File: src/rtl/zombie_pkg.sv
// Shared types and constants for the whack-a-zombie engine: FSM encoding and LFSR polynomial.
// Pure declarations; no logic, latency or flow control.
package zombie_pkg;

    typedef enum logic [1:0] {
        IDLE   = 2'd0,
        PLAY   = 2'd1,
        FINISH = 2'd2
    } state_e;

    // Galois mask for x^16 + x^14 + x^13 + x^11 + 1 with a right-shifting register.
    localparam logic [15:0] LFSR_TAPS         = 16'hB400;
    localparam logic [15:0] LFSR_DEFAULT_SEED = 16'hACE1;

endpackage

File: src/rtl/zombie_lfsr.sv
// 16-bit Galois LFSR, one step per enabled clk; q is the registered state.
// Latency: new value one clk after en; no backpressure.
module zombie_lfsr
    import zombie_pkg::*;
#(
    parameter logic [15:0] SEED = LFSR_DEFAULT_SEED
) (
    input  logic        clk,
    input  logic        rst_n,
    input  logic        en,
    output logic [15:0] q
);

    // An all-zero state would lock the register, so a zero seed falls back to the default.
    localparam logic [15:0] RST_VAL = (SEED == 16'h0000) ? LFSR_DEFAULT_SEED : SEED;

    logic [15:0] lfsr_q;
    logic [15:0] lfsr_d;

    always_comb begin
        lfsr_d = lfsr_q;
        if (en) begin
            lfsr_d = {1'b0, lfsr_q[15:1]} ^ (lfsr_q[0] ? LFSR_TAPS : 16'h0000);
        end
    end

    always_ff @(posedge clk or negedge rst_n) begin
        if (!rst_n) begin
            lfsr_q <= RST_VAL;
        end else begin
            lfsr_q <= lfsr_d;
        end
    end

    assign q = lfsr_q;

endmodule

File: src/rtl/zombie_game_core.sv
// Whack-a-zombie round engine: lights one hole at a time, scores hits, wrong presses and timeouts.
// Latency: outputs registered, events visible one clk after the button edge; no backpressure.
module zombie_game_core
    import zombie_pkg::*;
#(
    parameter int          N_HOLES     = 3,
    parameter int          TICK_DIV    = 50000000,
    parameter int          ROUND_TICKS = 30,
    parameter int          LIFE_TICKS  = 3,
    parameter int          SCORE_W     = 8,
    parameter logic [15:0] LFSR_SEED   = LFSR_DEFAULT_SEED,
    localparam int         IDXW        = $clog2(N_HOLES),
    localparam int         TW          = $clog2(ROUND_TICKS + 1)
) (
    input  logic               clk,
    input  logic               rst_n,
    input  logic               start,
    input  logic [N_HOLES-1:0] btn,
    output logic [N_HOLES-1:0] led,
    output logic [SCORE_W-1:0] score,
    output logic [SCORE_W-1:0] miss,
    output logic [TW-1:0]      time_left,
    output logic               playing,
    output logic               gameover
);

    localparam int            PW     = $clog2(TICK_DIV);
    localparam int            LW     = $clog2(LIFE_TICKS + 1);
    localparam logic [IDXW:0] NH_EXT = N_HOLES[IDXW:0];

    state_e             state_q, state_d;
    logic [PW-1:0]      presc_q, presc_d;
    logic [LW-1:0]      life_q, life_d;
    logic               cool_q, cool_d;
    logic [N_HOLES-1:0] btn_q;
    logic [N_HOLES-1:0] led_q, led_d;
    logic [SCORE_W-1:0] score_q, score_d;
    logic [SCORE_W-1:0] miss_q, miss_d;
    logic [TW-1:0]      tleft_q, tleft_d;

    logic [15:0]        lfsr_q;
    logic               lfsr_unused;
    logic [N_HOLES-1:0] rise;
    logic               tick, hit, wrong, timeout;
    logic [IDXW-1:0]    spawn_idx;
    logic [N_HOLES-1:0] spawn_led;
    logic [1:0]         miss_inc;
    logic [SCORE_W:0]   miss_sum;

    // Free-running in every state so the player's timing perturbs which hole lights next.
    zombie_lfsr #(
        .SEED (LFSR_SEED)
    ) u_lfsr (
        .clk   (clk),
        .rst_n (rst_n),
        .en    (1'b1),
        .q     (lfsr_q)
    );

    assign lfsr_unused = ^lfsr_q[15:IDXW];

    assign rise    = btn & ~btn_q;
    assign tick    = (state_q == PLAY) && (presc_q == PW'(TICK_DIV - 1));
    assign hit     = |(rise & led_q);
    assign wrong   = |(rise & ~led_q);
    assign timeout = tick && (led_q != '0) && !hit && (life_q == LW'(1));

    always_comb begin
        spawn_idx = lfsr_q[IDXW-1:0];
        if ({1'b0, spawn_idx} >= NH_EXT) begin
            spawn_idx = spawn_idx - IDXW'(N_HOLES);
        end
        spawn_led = {{(N_HOLES-1){1'b0}}, 1'b1} << spawn_idx;
        miss_inc  = {1'b0, wrong} + {1'b0, timeout};
        miss_sum  = {1'b0, miss_q} + (SCORE_W+1)'(miss_inc);
    end

    always_comb begin
        state_d = state_q;
        presc_d = presc_q;
        life_d  = life_q;
        cool_d  = cool_q;
        led_d   = led_q;
        score_d = score_q;
        miss_d  = miss_q;
        tleft_d = tleft_q;

        case (state_q)
            IDLE, FINISH: begin
                if (start) begin
                    state_d = PLAY;
                    presc_d = '0;
                    life_d  = '0;
                    cool_d  = 1'b1;
                    led_d   = '0;
                    score_d = '0;
                    miss_d  = '0;
                    tleft_d = TW'(ROUND_TICKS);
                end
            end
            PLAY: begin
                presc_d = tick ? '0 : presc_q + 1'b1;
                if (hit && (score_q != '1)) begin
                    score_d = score_q + 1'b1;
                end
                miss_d = miss_sum[SCORE_W] ? '1 : miss_sum[SCORE_W-1:0];

                // A hit pre-empts the life countdown of the same cycle.
                if (hit) begin
                    led_d  = '0;
                    cool_d = 1'b1;
                end else if (tick && (led_q != '0)) begin
                    life_d = life_q - 1'b1;
                    if (timeout) begin
                        led_d  = '0;
                        cool_d = 1'b1;
                    end
                end else if (tick) begin
                    if (cool_q) begin
                        cool_d = 1'b0;
                    end else if (tleft_q > TW'(1)) begin
                        led_d  = spawn_led;
                        life_d = LW'(LIFE_TICKS);
                    end
                end

                if (tick) begin
                    tleft_d = tleft_q - 1'b1;
                    if (tleft_q == TW'(1)) begin
                        state_d = FINISH;
                        led_d   = '0;
                    end
                end
            end
            default: begin
                state_d = IDLE;
            end
        endcase
    end

    always_ff @(posedge clk or negedge rst_n) begin
        if (!rst_n) begin
            state_q <= IDLE;
            presc_q <= '0;
            life_q  <= '0;
            cool_q  <= 1'b0;
            btn_q   <= '0;
            led_q   <= '0;
            score_q <= '0;
            miss_q  <= '0;
            tleft_q <= '0;
        end else begin
            state_q <= state_d;
            presc_q <= presc_d;
            life_q  <= life_d;
            cool_q  <= cool_d;
            btn_q   <= btn;
            led_q   <= led_d;
            score_q <= score_d;
            miss_q  <= miss_d;
            tleft_q <= tleft_d;
        end
    end

    assign led       = led_q;
    assign score     = score_q;
    assign miss      = miss_q;
    assign time_left = tleft_q;
    assign playing   = (state_q == PLAY);
    assign gameover  = (state_q == FINISH);

endmodule
File: config.mk
export PLATFORM = sky130hd
export DESIGN_NAME = zombie_game_core
export DESIGN_NICKNAME = d
export VERILOG_FILES = /design/src/rtl/zombie_pkg.sv /design/src/rtl/zombie_lfsr.sv /design/src/rtl/zombie_game_core.sv
export SDC_FILE = /design/constraint.sdc
export NUM_CORES = 1
export LEC_CHECK = 0
export BUFFER_PORTS_ARGS = -buffer_cell sky130_fd_sc_hd__buf_4
export CORE_MARGIN = 2
export CORE_UTILIZATION = 55
export CTS_CLUSTER_SIZE = 24
export DETAILED_ROUTE_END_ITERATION = 6
export HOLD_SLACK_MARGIN = 0.12
export PLACE_DENSITY = 0.74
export SETUP_SLACK_MARGIN = 0.1
export SLEW_MARGIN = 20
export SYNTH_ARGS = -nofsm -noshare
export SYNTH_HDL_FRONTEND = slang
export SYNTH_HIERARCHICAL = 1
export SYNTH_SLANG_ARGS = --single-unit
export TNS_END_PERCENT = 30
File: constraint.sdc
create_clock -name clk -period 8.3 [get_ports clk]
set_input_delay 2.49 -clock clk [delete_from_list [all_inputs] [get_ports clk]]
set_output_delay 2.49 -clock clk [all_outputs]
set_load 0.05 [all_outputs]
==> results.sh <==
export IMPL_status="complete, no violations"
export IMPL_drtAntennaViolNets=0
export IMPL_tns_ns=0
export IMPL_postCtsHoldBufs=0
export IMPL_core_mm2=0.00679
export IMPL_fin_crit_sh=0.560
export IMPL_drtPass1Iterations=4
export IMPL_dp_hpwl_um=5390
export IMPL_worst_pin_slew_ns=0.926
export IMPL_path_cells="nand2b_1, inv_1, buf_4"
export IMPL_grt_pass1_vias=2827
export IMPL_slowest_stage="inv_1"
export IMPL_synth_seq_cells=74
export IMPL_ys_flop_type="dfrtp_1"
export IMPL_area_growth_pct=13.0
export IMPL_cp_max_fo=20
export IMPL_gp_congestion=0.835
export IMPL_startpoint_type="flop"
export IMPL_max_freq_mhz=215
export IMPL_period_needed_ns=4.65
export IMPL_grt_usage=0.217
export IMPL_clockBufferDepth=2
export IMPL_r2r_cells=9
export IMPL_postCtsResizedCells=0
export IMPL_synth_nets=392
export IMPL_timing_hold_ws_ns=0.479
export IMPL_numCtsBuffers=9
export IMPL_fin_skew_ns=0.00598
export IMPL_diodes=0
export IMPL_async_flop_share=1.00
export IMPL_synth_warnings=6
export IMPL_ir_drop_mv=0.168
export IMPL_critPathCaptureType="primary output"
export IMPL_pin_count=32
export IMPL_worstSkewPairLatency_ns=0.35
export IMPL_timing_rr_start="presc_q[18]"
export IMPL_whs_path_depth=1
export IMPL_root_buffer="clkbuf_8"
export IMPL_crit_end="playing"
export IMPL_synth_edf_count=0
export IMPL_cap_viol_max_count=0
export IMPL_slew_viol_final=0
export IMPL_synth_avg_cell_area_um2=10.2
export IMPL_cp_arrival_ns=2.16
export IMPL_yosys_area_top_type="dfrtp_1"
export IMPL_wirelength_um=7870
export IMPL_cts_tree="done"
export IMPL_clk_pin_slew_ns=0.08
export IMPL_synth_cell_types=61
export IMPL_reg2reg_setup_slack_ns=5.17
export IMPL_nets=421
export IMPL_cp_startpoint="state_q[1]"
export IMPL_p_leak_nw=1.83
export IMPL_start_util=0.568
export IMPL_yosys_top_cells_count="dfrtp_1, nor2_1, nand2_1"
export IMPL_num_vias=3015
export IMPL_synthMostInstantiatedCell="dfrtp_1"
export IMPL_synth_area_leaders="dfrtp_1, dfstp_2, nor2_1"
export IMPL_hold_violations=0
export IMPL_drtIter0Drc=134
export IMPL_reg2reg_to="miss[4]"
export IMPL_grt_pass1_wl_um=13100
export IMPL_rows=30
export IMPL_cts_setup_buffers=0
export IMPL_worstSetupPathType="flop to primary output"
export IMPL_port_buffers=31
export IMPL_detail_route_wl_per_cell_um=15.5
export IMPL_required_ns=5.81
export IMPL_grt_max_degree=75
export IMPL_rsz0062_at_grt="no"
export IMPL_max_stage_delay_ns=0.66
export IMPL_grt_overflow=0
export IMPL_viasPerCell=5.94
export IMPL_ys_seq_area_frac=0.483
export IMPL_synth_top_area_frac=0.428
export IMPL_drive_gt1_frac=0.209
export IMPL_antenna_found_initial=0
export IMPL_route_detailed_drc=0
export IMPL_syn_area_mm2=0.00386
export IMPL_slew_headroom=0.382
export IMPL_dieWidth_um=87.7
export IMPL_die_area_mm2=0.00770
export IMPL_fillerInstances=547
export IMPL_cts_sinks=74
export IMPL_setup_viol=0
export IMPL_powerDensity_mw_per_mm2=234
export IMPL_h_tree_depth=3
export IMPL_syn_inst=378
export IMPL_die_h_um=87.7
export IMPL_hold_class="flop to flop"
==> power by group <==
part | internal [mW] | leakage, nW | switching (mW)
clock | 0.171 | 0.106 | 0.143
sequential | 0.434 | 0.867 | 0.0522
combinational | 0.0929 | 0.852 | 0.126
total | 0.698 | 1.83 | 0.322
==> state kept, by name, summed over array words and instances, names as in the netlist <==
| signal | flops |
|---|---|
| state_q | 2 |
| btn_q | 3 |
| score | 8 |
| u_lfsr/q | 16 |
| miss | 8 |
| time_left | 5 |
| led | 3 |
| cool_q | 1 |
| life_q | 2 |
| presc_q | 26 |
==> metrics by stage <==
stage	total power, mW	setup WS [ns]	util	cell area (um2)	cells
CTS	1.03	3.66	0.642	4360	508
detailed placement	0.712	3.79	0.608	4130	492
finish	1.02	3.65	0.642	4360	508
global route	1.07	3.55	0.642	4360	508
floorplan	0.646	4.07	-	3860	378
global placement	0.703	3.88	0.608	4130	492
==> per-layer routing <==
metal  global-route usage  up-vias  part of all wire
met2                0.331       83              0.46
li1                     -     1440                 -
met4               0.0979        0             0.020
met5                    0        -                 0
met1                0.305     1477              0.48
met3               0.0377       15             0.042
==> worst min-delay path by stage <==
stage,startpoint,endpoint,slack [ns]
after detailed placement,presc_q[25],presc_q[25],0.47
final,presc_q[25],presc_q[25],0.48
after global routing,presc_q[20],presc_q[20],0.50
after floorplan,presc_q[20],presc_q[20],0.44
after global placement,presc_q[25],presc_q[25],0.46
after CTS,presc_q[25],presc_q[25],0.48
==> cells by family after synthesis <==
| group | after synthesis | share of synthesized area |
|---|---|---|
| xor gates and xnor gates | 21 | 0.0477 |
| DFF | 74 | 0.483 |
| AOI/OAI and AO/OA | 61 | 0.108 |
| buffers and inverters | 26 | 0.0334 |
| other | 1 | 0.000972 |
| muxes | 21 | 0.0629 |
| adders and majority gates | 8 | 0.0279 |
| and+or+nand+nor | 166 | 0.237 |
==> layout make-up <==
cell class / instances / area (um2) / area share
Clock inverter: 7 / 101 / 0.0232
Sequential cell: 74 / 1860 / 0.427
Multi-Input combinational cell: 278 / 1870 / 0.428
Timing Repair Buffer: 32 / 240 / 0.0551
Inverter: 12 / 45.0 / 0.0103
Clock buffer: 9 / 124 / 0.0284
Tap cell: 96 / 120 / 0.0276
==> cell usage in the layout (no fill, tap or decap), types with 4 or more instances in the layout <==
cell type,count
dfrtp_1,66
nor2_1,37
buf_4,32
nand2_1,27
nor3_1,20
nand3_1,20
nand4_1,15
a21oi_1,15
xnor2_1,13
inv_1,12
o21ai_0,10
mux2_2,10
clkbuf_8,9
xor2_1,8
dfstp_2,8
and3_1,7
mux2i_1,7
a31oi_1,7
ha_1,7
nand2b_1,6
nor4_1,5
a22o_1,5
and4_1,4
a41oi_1,4
mux2_4,4
==> critical path: cells and delay by family (launching register included) <==
family / cells / cell delay, ns
flip-flops: 1 / 0.38
AND/OR/NAND/NOR: 1 / 0.44
buffers and inverters: 2 / 0.98
Note: power is estimated with default switching activity, not from simulation.
